$ cat config.mk
export PLATFORM = sky130hd
export DESIGN_NAME = alu_result_fifo
export DESIGN_NICKNAME = d
export VERILOG_FILES = /design/src/rtl/alu_result_fifo.sv
export SDC_FILE = /design/constraint.sdc
export NUM_CORES = 1
export LEC_CHECK = 0
export CAP_MARGIN = 5
export CELL_PAD_IN_SITES_DETAIL_PLACEMENT = 0
export CELL_PAD_IN_SITES_GLOBAL_PLACEMENT = 1
export CORE_MARGIN = 2
export CORE_UTILIZATION = 43
export DETAILED_ROUTE_END_ITERATION = 6
export PLACE_DENSITY_LB_ADDON = 0.1
export SYNTH_ARGS = -nofsm -noshare
export SYNTH_HDL_FRONTEND = slang
export SYNTH_SLANG_ARGS = --single-unit
$ cat constraint.sdc
create_clock -name clk -period 3.1 [get_ports clk]
set_input_delay 0.62 -clock clk [delete_from_list [all_inputs] [get_ports clk]]
set_output_delay 0.62 -clock clk [all_outputs]
set_load 0.005 [all_outputs]
$ cat src/rtl/alu_result_fifo.sv
// alu_result_fifo: result queue between the add/sub unit and its consumer.
// Converts sign-magnitude results to two's complement on entry, folds
// negative zero to +0 with zf set, and keeps accept statistics.
//
// Ports:
//   clk, rst_n          clock, async active-low reset
//   in_valid/in_ready   producer handshake
//   in_res[3:0]         sign-magnitude result (bit 3 = sign)
//   in_zf, in_dzf       zero / divide-by-zero flags
//   out_valid/out_ready consumer handshake
//   out_res[3:0]        head result, two's complement (0 when empty)
//   out_zf, out_dzf     head flags (0 when empty)
//   level[3:0]          entries held, 0..DEPTH
//   clr_stat            synchronous clear of acc_cnt / dz_seen
//   acc_cnt[7:0]        saturating count of accepted entries
//   dz_seen             sticky: an accepted entry carried in_dzf
module alu_result_fifo #(
    parameter int DEPTH = 4
) (
    input  logic       clk,
    input  logic       rst_n,
    input  logic       in_valid,
    input  logic [3:0] in_res,
    input  logic       in_zf,
    input  logic       in_dzf,
    output logic       in_ready,
    output logic       out_valid,
    input  logic       out_ready,
    output logic [3:0] out_res,
    output logic       out_zf,
    output logic       out_dzf,
    output logic [3:0] level,
    input  logic       clr_stat,
    output logic [7:0] acc_cnt,
    output logic       dz_seen
);

    localparam int         PW      = (DEPTH > 1) ? $clog2(DEPTH) : 1;
    localparam logic [3:0] DEPTH_L = 4'(DEPTH);
    localparam logic [PW-1:0] LAST = PW'(DEPTH - 1);

    typedef struct packed {
        logic [3:0] res;
        logic       zf;
        logic       dzf;
    } entry_t;

    entry_t        mem_q [DEPTH];
    entry_t        wr_entry;
    entry_t        head;

    logic [PW-1:0] wr_ptr_q, wr_ptr_d;
    logic [PW-1:0] rd_ptr_q, rd_ptr_d;
    logic [3:0]    level_q, level_d;
    logic [7:0]    acc_q, acc_d;
    logic          dz_q, dz_d;
    // Holds in_ready low through reset and until the first edge after it.
    logic          ready_q, ready_d;

    logic          push;
    logic          pop;
    logic [2:0]    mag;
    logic          neg_zero;

    // Handshakes
    always_comb begin
        in_ready  = ready_q && (level_q < DEPTH_L);
        out_valid = (level_q != 4'd0);
        push      = in_valid && in_ready;
        pop       = out_valid && out_ready;
    end

    // Sign-magnitude to two's complement conversion on the write side
    always_comb begin
        mag      = in_res[2:0];
        neg_zero = (in_res == 4'b1000);
        wr_entry = '0;
        wr_entry.dzf = in_dzf;
        if (neg_zero) begin
            wr_entry.res = 4'b0000;
            wr_entry.zf  = 1'b1;
        end else if (in_res[3]) begin
            wr_entry.res = 4'd0 - {1'b0, mag};
            wr_entry.zf  = in_zf;
        end else begin
            wr_entry.res = {1'b0, mag};
            wr_entry.zf  = in_zf;
        end
    end

    // Pointer / level / statistics next state
    always_comb begin
        wr_ptr_d = wr_ptr_q;
        rd_ptr_d = rd_ptr_q;
        level_d  = level_q;
        acc_d    = acc_q;
        dz_d     = dz_q;
        ready_d  = 1'b1;

        if (push) begin
            wr_ptr_d = (wr_ptr_q == LAST) ? '0 : wr_ptr_q + 1'b1;
        end
        if (pop) begin
            rd_ptr_d = (rd_ptr_q == LAST) ? '0 : rd_ptr_q + 1'b1;
        end

        unique case ({push, pop})
            2'b10:   level_d = level_q + 4'd1;
            2'b01:   level_d = level_q - 4'd1;
            default: level_d = level_q;
        endcase

        // Clear wins over a same-cycle push; the entry is still stored.
        if (clr_stat) begin
            acc_d = 8'd0;
            dz_d  = 1'b0;
        end else if (push) begin
            if (acc_q != 8'hFF) begin
                acc_d = acc_q + 8'd1;
            end
            if (in_dzf) begin
                dz_d = 1'b1;
            end
        end
    end

    always_ff @(posedge clk or negedge rst_n) begin
        if (!rst_n) begin
            wr_ptr_q <= '0;
            rd_ptr_q <= '0;
            level_q  <= 4'd0;
            acc_q    <= 8'd0;
            dz_q     <= 1'b0;
            ready_q  <= 1'b0;
        end else begin
            wr_ptr_q <= wr_ptr_d;
            rd_ptr_q <= rd_ptr_d;
            level_q  <= level_d;
            acc_q    <= acc_d;
            dz_q     <= dz_d;
            ready_q  <= ready_d;
        end
    end

    // Storage needs no reset; level gates what is visible.
    always_ff @(posedge clk) begin
        if (push) begin
            mem_q[wr_ptr_q] <= wr_entry;
        end
    end

    // Output side, forced to zero when empty
    always_comb begin
        head    = mem_q[rd_ptr_q];
        out_res = out_valid ? head.res : 4'd0;
        out_zf  = out_valid ? head.zf  : 1'b0;
        out_dzf = out_valid ? head.dzf : 1'b0;
        level   = level_q;
        acc_cnt = acc_q;
        dz_seen = dz_q;
    end

endmodule

Word-level counts from Yosys, hierarchy flattened
Memories as Yosys holds them, arrays and structs flattened. Index checks and enable logic that the tools add are counted.

Bits in registers: 18. RAM bits: 24. Bits of input ports: 11. Output and inout port bits: 21. Memories: 1.

Add/sub/neg operators: 6. Magnitude comparators: 1. Equality and inequality tests: 6. Muxes and demuxes: 16. Reduce and logical (&&, ||, !) cells: 10.

Memories: mem_q (words 4, bits a word 6, read ports 1, clocked after memory_dff 0, wr ports 1, line 48) `entry_t mem_q [DEPTH];`.

Operators with widths (number): $mux W8 (3); $mux W5 (2); $add A8 B1 Y8 const B (1); $ne A8 B8 Y1 const B (1); $pmux W4 S2 (1); $reduce_bool A2 Y1 (4); $mux W1 (7); $eq A2 B2 Y1 const B (3); $add A2 B1 Y2 const B (2); $add A4 B1 Y4 const B (1); $eq A4 B4 Y1 const B (1); $lt A4 B3 Y1 const B (1); $mux W2 (2); $mux W4 (1); $reduce_and A2 Y1 (2); $reduce_bool A4 Y1 (1); $sub A1 B3 Y4 const A (1); $sub A4 B1 Y4 const B (1); $logic_and A1 B1 Y1 (3); $eq A2 B1 Y1 const B (1).

Depth between registers and ports, before layout
Depth after elaboration: 5. Depth in mapped cells: 11. Mapped depth without buffers: 10.

Worst setup path before layout
No wires, ideal clock.

Path kind: reg-to-reg. Start point: register level_q[2] (netlist: level[2]). End point: register level_q[2] (netlist: level[2]). Library setup time: 0.128 ns. Data arrival time: 2.250 ns. Required time: 2.972 ns. Slack: 0.721 ns. Cell stages (with the launch flop): 12. Path buffers: 1. Clock period less this slack: 2.379 ns. Path through: dfrtp_1 or4_1 buf_2 nand2_4 inv_1 ha_1 xor2_1 ha_1 a21oi_1 xor2_1 nor2_1 xor2_1.

RTL lines: start: declaration (line 54) `logic [3:0] level_q, level_d;`; start signal: assignment (line 138) `level_q <= level_d;`; $reduce_bool A4 Y1 * (line 68) `out_valid = (level_q != 4'd0);`; net out_valid (line 27) `output logic out_valid,`; $logic_and A1 B1 Y1 * (line 70) `pop = out_valid && out_ready;`; net pop (line 61) `logic pop;`; $eq A2 B1 Y1 or $eq A2 B2 Y1 (tied branches) (line 107) `unique case ({push, pop})`; $pmux W4 S2 or $reduce_bool A2 Y1 (tied branches).

Mark *: on every way through the listed nets, which the timed path passes. The rest lies on a longest branch. A chain may end at the register's enable or synchronous reset.

Worst setup path after layout
Start point: register level_q[2] (netlist: level[2]). End point: output port out_res[3].

Word-level cells in the longest chain between the ends: 2.

Ends and longest elaborated chain: $reduce_bool A4 Y1 (line 68); $mux W4 (line 155) `out_res = out_valid ? head.res : 4'd0;`; end: declaration (line 29) `output logic [3:0] out_res,`.

No other way between the ends.

==> metrics <==
worst path required time=2.48 ns; Post-synth ARST share=0.429; IO Pins=32; Die Area=5230 sq um; Setup Skew=0.00433 ns; clk_lat worst skew=0.29 ns; critical path arrival=2.14 ns; Post-CTS Resized=0; CP peak stage delay=0.72 ns; Crit. End Element=output port; remaining antenna violation count=0; RSZ-0062 raised after global routing=no; CP endpoint=out_res[3]; R2R depth=10; critical-path cell list=or4_1, and2_1, clkdlybuf4s50_1; CTS buffer count=5; GR Overflow Total=0; Die Height=72.3 microns; crit path buf inv count=1; Routed WL=3.71 mm; hold path cells=2; HP Class=flip-flop to flip-flop; status=finished, final reports clean; DP Area=2370 sq um; Post-Syn Area per Cell=13.6 sq um; crit path from=level[2]$_DFFE_PN0P_; clock-pin slew on the worst setup and hold paths=0.08 ns; routed vias=1,283; port buffer count=31; Tcrit/Tclk final=0.889; post-route minimum period=2.76 ns; maxcap violations=0; Rows=24; Post-synth EDFFs=24; reg2reg start=level[2]$_DFFE_PN0P_; # setup viols final=0; postcts setup bufs=0; Slew headroom=0.459; maximum VDD drop=0.411 mV; die width=72.3 microns; Hold Slack=0.515 ns; largest net degree at the start of global routing=19; crit-path leading delay family=simple AND/OR/NAND/NOR gates; kind of critical path=flip-flop to output port; Crit-path slowest cell=or4_1; CP Depth=3; Post-synth top flop=edfxtp_1; nets=203; Seq cells post-synth=42; synthesis-to-layout area growth=24.8%; Leak Pwr=0.977 nW; reg-to-reg endpoint=level[2]$_DFFE_PN0P_; H-tree Lvls=2; fmax=363 MHz; CTS Root Cell=clkbuf_8; layout cells sized above 1=0.104; CTS Buffer Depth=2; synth unique cells=42; CTS tree=done; slew at the pin closest to its max-slew limit=0.809 ns; Core ar.=4410 sq um; first-pass GRT wire length=6.15 mm; register area share after synthesis=0.584; Hold Buf Count CTS=0; GR Util All Layers=0.159; post-DR wirelength/cell=15.8 microns; Sink Count=42; Syn Nets=169; Final Hold Fails=0; # DRC=0; fin area=2500 sq um; 1st-pass router iterations=4; DP HPWL=2.66 mm; most frequent cells in the layout=31 x clkdlybuf4s50_1, 24 x edfxtp_1, 18 x dfrtp_1; post-DR vias/cell=5.46; Cells after Synth=148; 1st-iter DRT viols=53; initial cell density of the core=0.455; Fill cells=371; commonest non-fill, non-tap cell in the layout=clkdlybuf4s50_1; FF-to-FF setup slack=0.45 ns; Startpoint Class=flip-flop; crit path max fanout=8; Final Wtd Congestion=0.764; Inserted Diodes=0; final core area utilization=0.567; Ys Warns=0; PD cells=754 nW/um^2; mapped cell area=2010 sq um; Total Neg Setup Slack=0 ns; initial antenna violation count=0; number of global-route vias before repair=1,332; max-slew violations=0
cell usage after synthesis, types with 2 or more instances:
| cell | instances | area (sq um) |
|---|---|---|
| inv_1 | 5 | 18.8 |
| and4_1 | 2 | 17.5 |
| nor3_1 | 2 | 10.0 |
| xnor2_1 | 3 | 26.3 |
| a21o_1 | 3 | 22.5 |
| xor2_1 | 5 | 43.8 |
| and3_1 | 3 | 18.8 |
| nand3_1 | 2 | 10.0 |
| buf_2 | 3 | 15.0 |
| dfrtp_1 | 18 | 450 |
| a21oi_1 | 9 | 45.0 |
| mux4_2 | 6 | 135 |
| ha_1 | 10 | 125 |
| nor2b_1 | 4 | 25.0 |
| o21ai_0 | 2 | 10.0 |
| and2_1 | 10 | 62.6 |
| edfxtp_1 | 24 | 721 |
| or3_1 | 2 | 12.5 |
| a31oi_1 | 3 | 18.8 |
| nand2_1 | 5 | 18.8 |
| nor2_1 | 6 | 22.5 |
worst min path at each step:
stage / startpoint / end
CTS: dz_seen$_DFFE_PN0P_ / dz_seen$_DFFE_PN0P_
finish: dz_seen$_DFFE_PN0P_ / dz_seen$_DFFE_PN0P_
global route: dz_seen$_DFFE_PN0P_ / dz_seen$_DFFE_PN0P_
floorplan: rst_n / acc_cnt[0]$_DFFE_PN0P_
global placement: dz_seen$_DFFE_PN0P_ / dz_seen$_DFFE_PN0P_
detailed placement: dz_seen$_DFFE_PN0P_ / dz_seen$_DFFE_PN0P_
kinds of logic (layout without fill, tap and decap cells):
kind of cell / Yosys count / in the layout / share of synthesized area
AOI/OAI and AO/OA: 25 / 25 / 0.0798
adders and majority gates: 10 / 10 / 0.0623
muxes: 8 / 8 / 0.0786
DFF: 42 / 42 / 0.584
other: 1 / 1 / 0.00187
xor gates and xnor gates: 8 / 8 / 0.0349
buffers and inverters: 11 / 46 / 0.0224
and+or+nand+nor: 43 / 43 / 0.137
per-layer routing:
metal,vias up,global-route usage,share of wire
met5,-,0,0
met4,0,0.0734,0.019
met3,8,0.0319,0.034
met2,27,0.276,0.51
met1,631,0.191,0.43
li1,617,-,-
layout make-up:
| class | count | area [sq um] | share of cell area |
|---|---|---|---|
| inverter | 6 | 22.5 | 0.00899 |
| clock buffer | 5 | 68.8 | 0.0275 |
| timing repair buffer | 32 | 318 | 0.127 |
| sequential | 42 | 1170 | 0.468 |
| tap | 52 | 65.1 | 0.0260 |
| clock inverter | 3 | 68.8 | 0.0275 |
| multi-input combinational | 95 | 791 | 0.316 |
registers in the layout, summed over array words and instances (netlist names):
name / cells
acc_cnt: 8
dz_seen: 1
level: 4
mem_q: 24
rd_ptr_q: 2
ready_q: 1
wr_ptr_q: 2
through the flow:
| stage | power [W] | worst slack [ns] | cells |
|---|---|---|---|
| finish | 0.00189 | 0.345 | 235 |
| global route | 0.00201 | 0.233 | 235 |
| CTS | 0.00192 | 0.308 | 235 |
| detailed placement | 0.00139 | 0.424 | 227 |
| global placement | 0.00137 | 0.485 | 227 |
| floorplan | 0.00112 | 0.721 | 148 |
power by group:
group / leakage [nW] / internal [W] / switching (W)
Sequential: 0.449 / 0.000670 / 0.000117
Clock: 0.0683 / 0.000323 / 0.000196
Combinational: 0.460 / 0.000373 / 0.000212
worst min-delay path, delay by kind of cell, from the launching register on:
family          cells  cell delay, ns
simple gates        1            0.08
flops               1            0.36
compound gates      1            0.05
(Power assumes the default switching activity.)
